## config.mk

```make
export PLATFORM = sky130hd
export DESIGN_NAME = joint_cmd_ramp
export DESIGN_NICKNAME = d
export VERILOG_FILES = /design/src/rtl/joint_cmd_ramp.sv
export SDC_FILE = /design/constraint.sdc
export NUM_CORES = 1
export LEC_CHECK = 0
export ABC_AREA = 1
export CAP_MARGIN = 20
export CORE_AREA = 2 2 148 135
export CTS_CLUSTER_DIAMETER = 50
export DETAILED_ROUTE_END_ITERATION = 6
export DIE_AREA = 0 0 150 137
export PLACE_DENSITY = 0.74
export SYNTH_ARGS = -nofsm -noshare
export SYNTH_HDL_FRONTEND = slang
export SYNTH_SLANG_ARGS = --single-unit
```

## constraint.sdc

```tcl
create_clock -name clk -period 9.3 [get_ports clk]
set_input_delay 1.86 -clock clk [delete_from_list [all_inputs] [get_ports clk]]
set_output_delay 1.86 -clock clk [all_outputs]
set_load 0.01 [all_outputs]
```

## src/rtl/joint_cmd_ramp.sv

```systemverilog
// Slew-limited joint frequency command feeding the pwmdir driver; forces a zero tick on sign change.
// Optional command watchdog enabled by defining JOINT_CMD_WDOG_EN.
module joint_cmd_ramp #(
    parameter int RAMP_DIV    = 1000,
    parameter int ACCEL_STEP  = 10,
    parameter int CMD_MAX     = 100000,
    parameter int WDOG_CYCLES = 5000000
) (
    input  logic               clk,
    input  logic               rst,
    input  logic               jointEnable,
    input  logic               cmd_valid,
    output logic               cmd_ready,
    input  logic signed [31:0] cmd_target,
    output logic signed [31:0] jointFreqCmd,
    output logic               at_target,
    output logic               wdog_tripped
);

    localparam int PW = (RAMP_DIV > 1) ? $clog2(RAMP_DIV) : 1;
    localparam logic [PW-1:0] PRESC_LAST = PW'(RAMP_DIV - 1);
    localparam logic signed [32:0] STEP = 33'(ACCEL_STEP);
    localparam logic signed [31:0] LIM  = 32'(CMD_MAX);

    typedef enum logic [1:0] {IDLE, HOLD, RAMP, STOP} state_t;

    state_t             state, state_next;
    logic [PW-1:0]      presc;
    logic signed [31:0] target, target_next, out_next, goal;
    logic               at_target_next, tick, accept, tripped, trip_now;

    function automatic logic signed [31:0] clamp_cmd(input logic signed [31:0] v);
        if (v > LIM)
            return LIM;
        else if (v < -LIM)
            return -LIM;
        return v;
    endfunction

    // One slew step in 33 bits; a step that would jump across zero lands on zero instead.
    function automatic logic signed [31:0] ramp_step(input logic signed [31:0] cur,
                                                     input logic signed [31:0] dst);
        logic signed [32:0] c, d, diff, nxt;
        c    = $signed({cur[31], cur});
        d    = $signed({dst[31], dst});
        diff = d - c;
        if (diff > STEP)
            nxt = c + STEP;
        else if (diff < -STEP)
            nxt = c - STEP;
        else
            nxt = d;
        if ((c > 33'sd0 && nxt < 33'sd0) || (c < 33'sd0 && nxt > 33'sd0))
            nxt = 33'sd0;
        return nxt[31:0];
    endfunction

    assign cmd_ready    = !rst && !tripped;
    assign accept       = cmd_valid && cmd_ready;
    assign tick         = (state != IDLE) && (presc == PRESC_LAST);
    assign wdog_tripped = tripped;

`ifdef JOINT_CMD_WDOG_EN
    localparam int WW = $clog2(WDOG_CYCLES + 1);
    logic [WW-1:0] wdog_cnt;

    assign trip_now = jointEnable && !tripped && !accept && (wdog_cnt == WW'(WDOG_CYCLES - 1));

    always_ff @(posedge clk) begin
        if (rst || !jointEnable) begin
            wdog_cnt <= '0;
            tripped  <= 1'b0;
        end else if (accept) begin
            wdog_cnt <= '0;
        end else if (trip_now) begin
            wdog_cnt <= '0;
            tripped  <= 1'b1;
        end else if (!tripped) begin
            wdog_cnt <= wdog_cnt + WW'(1);
        end
    end
`else
    assign tripped  = 1'b0;
    assign trip_now = 1'b0;
`endif

    always_comb begin
        state_next  = state;
        target_next = target;
        out_next    = jointFreqCmd;
        goal        = (state == RAMP && jointEnable) ? target : '0;
        if (accept)
            target_next = clamp_cmd(cmd_target);
        if (trip_now)
            target_next = '0;
        if (tick && (state == RAMP || state == STOP))
            out_next = ramp_step(jointFreqCmd, goal);
        case (state)
            IDLE: begin
                out_next = '0;
                if (jointEnable && !tripped && !trip_now)
                    state_next = HOLD;
            end
            HOLD: begin
                if (!jointEnable || trip_now)
                    state_next = STOP;
                else if (target != jointFreqCmd)
                    state_next = RAMP;
            end
            RAMP: begin
                if (!jointEnable || trip_now)
                    state_next = STOP;
                else if (tick && out_next == target)
                    state_next = HOLD;
            end
            STOP: begin
                if (jointEnable && !tripped && !trip_now)
                    state_next = RAMP;
                else if (jointFreqCmd == '0)
                    state_next = IDLE;
            end
            default: state_next = IDLE;
        endcase
        at_target_next = (state_next == HOLD) || (state_next == IDLE);
    end

    always_ff @(posedge clk) begin
        if (rst) begin
            state        <= IDLE;
            presc        <= '0;
            target       <= '0;
            jointFreqCmd <= '0;
            at_target    <= 1'b1;
        end else begin
            state        <= state_next;
            target       <= target_next;
            jointFreqCmd <= out_next;
            at_target    <= at_target_next;
            if (state == IDLE || state_next == IDLE || tick)
                presc <= '0;
            else
                presc <= presc + PW'(1);
        end
    end

endmodule

```

==> results.tsv <==
stage	metric	value	unit
global_route	met1 Track Usage GR	54.97	%
synth	Post-synth EDFFs	0	
power	PwrDens	107.7	nW/um^2
global_route	largest net degree at the start of global routing	61	
global_route	gr ovfl total	0	
flow_run	Max-Cap Viols	0	
die	# IOs	71	
cts	CTS Hold Bufs	0	
cts	Clk pin slew, worst setup/hold paths	70	ps
die	DIE AREA	20550	sq um
synth	most frequent cells after synthesis	nand2_1 (654), inv_1 (271), nor2_1 (235), nand3_1 (165), a21oi_1 (83)	
worst_setup_path	crit-path most repeated cell	nand2_1	
die	FP Rows	48	
synth	Post-Syn Area	10290	sq um
power	Internal	0.6919	mW
worst_setup_path	R2R cell count	50	
global_route	grt met3 use	9.167	%
global_route	initial antenna violation count	0	
synth	most frequent cell after synthesis	nand2_1	
cts	clock latency on the worst-skew pair	350	ps
outcome	status	finished, final reports clean	
placed_design	placed cell area	11090	sq um
die	Die X	150	microns
synth	largest cells by area after synthesis	nand2_1 (24%), dfxtp_1 (15%), inv_1 (9.9%), nor2_1 (8.6%), nand3_1 (8.0%)	
synth	top_reg_cell synth	dfxtp_1	
timing	fmax	114.8	MHz
cts	CTS sink cnt	77	
power	Leakage	5.779	nW
power	Net Sw Power	0.5342	mW
timing	final setup fails	0	
synth	ys async rst share	0	%
drt	residual DRC count	0	
drt	DRT antenna net count	0	
worst_setup_path	Worst Path Arrival	8990	ps
drt	via count	12490	
power	Clk pwr share	28.4	%
worst_setup_path	CP Max Fanout	26	
worst_setup_path	type of origin of the critical path	input pin	
timing	unrepaired setup endpoints after global routing	no	
synth	YS warnings	0	
cts	H-tree Lvls	3	
worst_setup_path	critical path launch point	jointEnable	
drt	Avg Vias per Cell	5.656	
timing	fin. max-slew vios	0	
cells_and_area	layout cells sized above 1	6.078	%
timing	relative slew slack	34.76	%
global_route	Most Used Layer, Global Route	met1	
power	Comb pwr share	43.1	%
timing	crit share post-route	93.67	%
worst_setup_path	CP Capture Point	presc[6]$_SDFF_PP0_	
cells_and_area	nets@finish	2025	
cts	TritonCTS Buffers	9	
synth	Synth top area share	23.85	%
global_route	met2 Use GR	54.29	%
worst_setup_path	reg2reg start	state[1]$_SDFF_PP0_	
timing	actual slew at the worst max-slew pin	977.6	ps
power	total power	1.226	mW
cts	CTS root buffer	clkbuf_16	
drt	Routed WL	38570	microns
timing	Fin Setup TNS	0	ps
power	Flop pwr share	28.5	%
worst_setup_path	flop2flop setup slack	1860	ps
die	core area	18980	sq um
worst_setup_path	CP max-delay cell	clkdlybuf4s50_1	
cts	CTS tree	built	
synth	Synth Net Count	1991	
placed_design	post-DP HPWL	31170	microns
synth	post-synthesis cell count	1919	
min_path	HP Class	flip-flop to flip-flop	
synth	Seq/Total Area, Yosys	14.98	%
power	switching share of power	43.57	%
timing	clock skew	11.96	ps
drt	first drt pass iteration count	5	
die	Die Ht	137	microns
global_route	All-Layer GR Usage	37.40	%
cells_and_area	ANT cells	0	
synth	average size of a mapped cell	5.364	sq um
cts	setup bufs post-CTS	0	
die	initial core utilization	54.24	%
synth	post-synth top area cell	nand2_1	
synth	Yosys reg bits	77	
cts	CTS resizes	0	
placed_design	IO Port Bufs	69	
cells_and_area	P&R area growth vs syn	10.58	%
global_route	vias in the first global route	10790	
synth	Yosys cell types	51	
worst_setup_path	CP Class	input pin to flip-flop	
timing	Final min period	8711	ps
drt	WL/cell	17.47	microns
global_route	first-pass GRT wire length	59480	microns
worst_setup_path	crit end category	flip-flop	
drt	initial drt markers	1545	
worst_setup_path	CP peak stage delay	590	ps
worst_setup_path	WP data required	9580	ps
placed_design	GP Congestion	1.037	
cells_and_area	final instance area	11380	sq um
cts	CTS max path bufs	2	
worst_setup_path	reg2reg end	presc[6]$_SDFF_PP0_	
timing	final count of hold timing violations	0	
power	VDD IR max	0.08713	mV
-- per-layer routing --
layer,up-vias,part of all wire (%)
li1,6090,-
met1,5611,44
met2,714,40
met3,73,13
met4,0,2.7
met5,-,0
-- how the worst min path moves through the flow --
stage / startpoint / end / slack, ps / depth (start not counted)
after floorplan: presc[0]$_SDFF_PP0_ / presc[0]$_SDFF_PP0_ / 430 / 1
after global placement: presc[0]$_SDFF_PP0_ / presc[0]$_SDFF_PP0_ / 440 / 1
after detailed placement: presc[0]$_SDFF_PP0_ / presc[0]$_SDFF_PP0_ / 450 / 1
after CTS: presc[0]$_SDFF_PP0_ / presc[0]$_SDFF_PP0_ / 470 / 1
after global routing: presc[0]$_SDFF_PP0_ / presc[0]$_SDFF_PP0_ / 490 / 1
final: presc[0]$_SDFF_PP0_ / presc[0]$_SDFF_PP0_ / 470 / 1
-- flip-flops by register name, indices dropped and copies added (netlist names) --
signal and cells:
jointFreqCmd 32, target 32, presc 10, state 2, at_target 1
-- cell usage in the layout (no fill, tap or decap), types with 13 or more instances in the layout --
cell type,instances
nand3b_1,20
dfxtp_1,77
inv_2,20
nand2_1,653
nor4_1,13
nand3_2,20
nor2_2,17
xnor2_1,20
nor2_1,235
o21ai_0,27
nand2_2,13
inv_1,271
xor2_1,50
nor3_1,31
nand3_1,165
ha_1,35
nand4_1,49
a21oi_1,83
clkdlybuf4s50_1,69
-- critical path, delay by kind of cell --
| family | cells | cell delay, ps |
|---|---|---|
| and+or+nand+nor | 41 | 5050 |
| buffers and inverters | 7 | 1710 |
| adders and majority gates | 1 | 340 |
-- cells by family after synthesis --
| family | Yosys count | synth area share (%) |
|---|---|---|
| buffers and inverters | 354 | 13.83 |
| DFF | 77 | 14.98 |
| xor gates and xnor gates | 70 | 5.956 |
| other | 1 | 0.03643 |
| adders and majority gates | 36 | 4.449 |
| and+or+nand+nor | 1250 | 53.91 |
| AOI/OAI and AO/OA | 131 | 6.843 |
-- power by group through the flow --
stage	sequential [mW]	combinational (mW)	clock [mW]
3_5_place_dp	0.356	0.507	0
2_1_floorplan	0.353	0.383	0
5_1_grt	0.350	0.589	0.365
3_3_place_gp	0.356	0.502	0
6_report	0.349	0.529	0.348
4_1_cts	0.349	0.510	0.347
-- cell type report --
cell class,instances,area [sq um]
tap,250,312.8
inverter,298,1121
fill,1968,7596
timing repair buffer,79,785.8
sequential,77,1541
clock inverter,7,65.06
clock buffer,9,225.2
multi-input combinational,1488,7331
-- per-stage QoR --
stage | setup slack (ps) | hold slack, ps | utilization [%] | std cells
floorplan | 3092 | 427.6 | - | 1919
global placement | 704.5 | 438.8 | 58.30 | 2191
finish | 589.1 | 468.9 | 59.97 | 2208
CTS | 844.5 | 468.0 | 59.97 | 2208
global route | 14.06 | 494.9 | 59.97 | 2208
detailed placement | 544.2 | 451.4 | 58.45 | 2192
No activity file was read; power rests on OpenSTA's default activity.
==> patch (same flow settings) <==
Change the parameter `RAMP_DIV` from 1000 to 2000.
--- a/src/rtl/joint_cmd_ramp.sv
+++ b/src/rtl/joint_cmd_ramp.sv
@@ -3,3 +3,3 @@
 module joint_cmd_ramp #(
-    parameter int RAMP_DIV    = 1000,
+    parameter int RAMP_DIV    = 2000,
     parameter int ACCEL_STEP  = 10,
Behaviour: same outputs for any inputs over 10 cycles, from zero or initial values and one cycle with rst high; that may be too few to reach the edited logic, so the function may still have changed.
==> patch against the unedited design <==
Routed wire length down 8.5%. Register-to-register slack improved by 0.24 ns. Utilization fell by 1.4 points. Clock power is 3% lower. Fmax shrank 0.63%. Synthesized area decreased by 3.7%. Synthesized cell count down 0.73%. First-iteration DRC count down 25%. Design area decreased by 2.3%. Sequential cell count up 1. Setup slack worse by 0.056 ns. Hold slack better by 0.0025 ns. Power fell by 12%. Global-route usage is 3.5 points lower. Critical path type unchanged. Critical endpoint is now presc[10]. Largest cell class unchanged. Largest power group unchanged. Highest routed layer unchanged.
==> patch: results (changes against the unedited design) <==
outcome=finished, final reports clean; R2R cell count=47 (-6.0%); Async SR Flop Fraction=0 (unchanged); CTS root buf=clkbuf_16; Top FF cell, synth=dfxtp_1; largest cells by area after synthesis=nand2_1, dfxtp_1, inv_1; clock skew=0.00712 ns (-0.00484 ns); Final nets=2018 (-0.35%); iteration-0 DRC count of the detailed router=1155 (-25%); clk_lat worst skew=0.34 ns; DP HPWL=28600 um (-8.3%); pin count of the biggest net entering global routing=64 (+4.9%); drt pass-1 iters=6 (+1); Synth Warn #=0 (unchanged); worst reg2reg startpoint=state[1]; Longest Clk Path Bufs=2 (unchanged); Largest regs=jointFreqCmd x32, target x32, presc x11; total track usage=0.339 (-0.0352); max-cap violation count=0 (unchanged); ant diodes=0 (unchanged); leakage=5.65 nW (-2.1%); area post-placement=10700 um2 (-3.4%); hold_ws=0.471 ns (+0.00254 ns); drt total wl=35300 um (-8.5%); share of cells above drive strength 1=0.0400 (-0.0208); critical path's slowest cell=clkdlybuf4s50_1; vias per inst=5.52 (-2.3%); Clock H-tree levels=3 (unchanged); Post-synth EDFFs=0 (unchanged); port bufs=69 (unchanged); Worst-Margin Slew=1.06 ns (+0.0841 ns); CP max stage delay=0.57 ns (-0.02 ns); Clock Pin Slew Worst Setup and Hold Paths=0.06 ns; initial antenna violation count=0 (unchanged); CTS Buf Count=9 (unchanged); Reg2Reg Setup Slack=2.10 ns (+0.24 ns); GP Congestion=0.982 (-5.3%); Peak VDD IR=0.120 mV (+38%); critical path capture point type=flip-flop; worst reg2reg endpoint=presc[10]; Setup WS post-layout=0.534 ns (-0.0556 ns); count of different cell masters after synthesis=44 (-14%); pre-CTS setup slack=-0.125 ns (-0.670 ns); Hold Crit Class=flip-flop to flip-flop; commonest cells in the netlist=nand2_1, inv_1, nor2_1; first-pass GRT wire length=54800 um (-7.8%); vias in the first global route=10600 (-2.0%); Max FO, Critical Path=26 (unchanged); post-synthesis sequential area ratio=0.158 (+0.00779); worst setup path startpoint=jointEnable
==> patch: changes by cell type after synthesis, moves of 7 or more <==
cell / before / now
nor2_1: 235 / 222
nand2_2: 12 / 5
nand2_1: 654 / 723
xnor2_1: 20 / 4
nand3_1: 165 / 179
inv_1: 271 / 258
nand3_2: 20 / 4
a21oi_1: 83 / 103
inv_2: 20 / 3
nor3_1: 31 / 18
nand3b_1: 20 / 10
==> patch: cell families after synthesis <==
kind of cell,synth area share
fa+ha+maj,0.0462
buf+inv,0.131
compound gates,0.0790
other cells,0.000378
simple gates,0.536
xor+xnor,0.0495
flops,0.158
==> patch: worst min-delay path by stage <==
stage / to / cells past startpoint / from
2_1_floorplan: presc[0] / 1 / presc[0]
3_3_place_gp: presc[0] / 1 / presc[0]
3_5_place_dp: presc[0] / 1 / presc[0]
4_1_cts: presc[0] / 1 / presc[0]
5_1_grt: presc[0] / 1 / presc[0]
6_report: presc[0] / 1 / presc[0]
==> patch: per-layer routing <==
metal	part of all wire	up-vias	GRT usage
met1	0.47	5468	0.495
met4	0.026	0	0.0964
li1	-	6082	-
met5	0	-	0
met2	0.42	540	0.518
met3	0.086	69	0.0457
==> patch: what timing repair did <==
item,in CTS,in global routing
setup endpoints to repair,0,11
gates resized for setup,0,5
buffers inserted,0,10
==> patch: power breakdown <==
part           total (mW)  internal, mW  switching (mW)  leakage, nW
combinational       0.392         0.134           0.259         4.88
sequential          0.348         0.340         0.00740        0.632
clock               0.337         0.186           0.150        0.139
==> patch: critical path: cells and delay by family <==
| family | cells | cell delay [ns] |
|---|---|---|
| AO/OA/AOI/OAI | 3 | 0.60 |
| adder cells (fa/ha/maj) | 1 | 0.47 |
| buffers and inverters | 8 | 1.86 |
| AND/OR/NAND/NOR | 34 | 4.18 |
==> patch: area by class of cell <==
cell class,count,area (um2)
repair inverters,1,7.51
repair buffers,89,878
clock inverters,7,62.6
clock buffers,9,225
flip-flops and latches,78,1560
inverters,269,1010
multi-input cells,1498,7060
well taps,250,313
fillers,2030,7860
==> patch: through the flow <==
stage | cells | utilization
after detailed placement | 2174 | 0.565
after global placement | 2174 | 0.565
after floorplan | 1905 | -
after CTS | 2190 | 0.580
final | 2201 | 0.586
after global routing | 2201 | 0.586
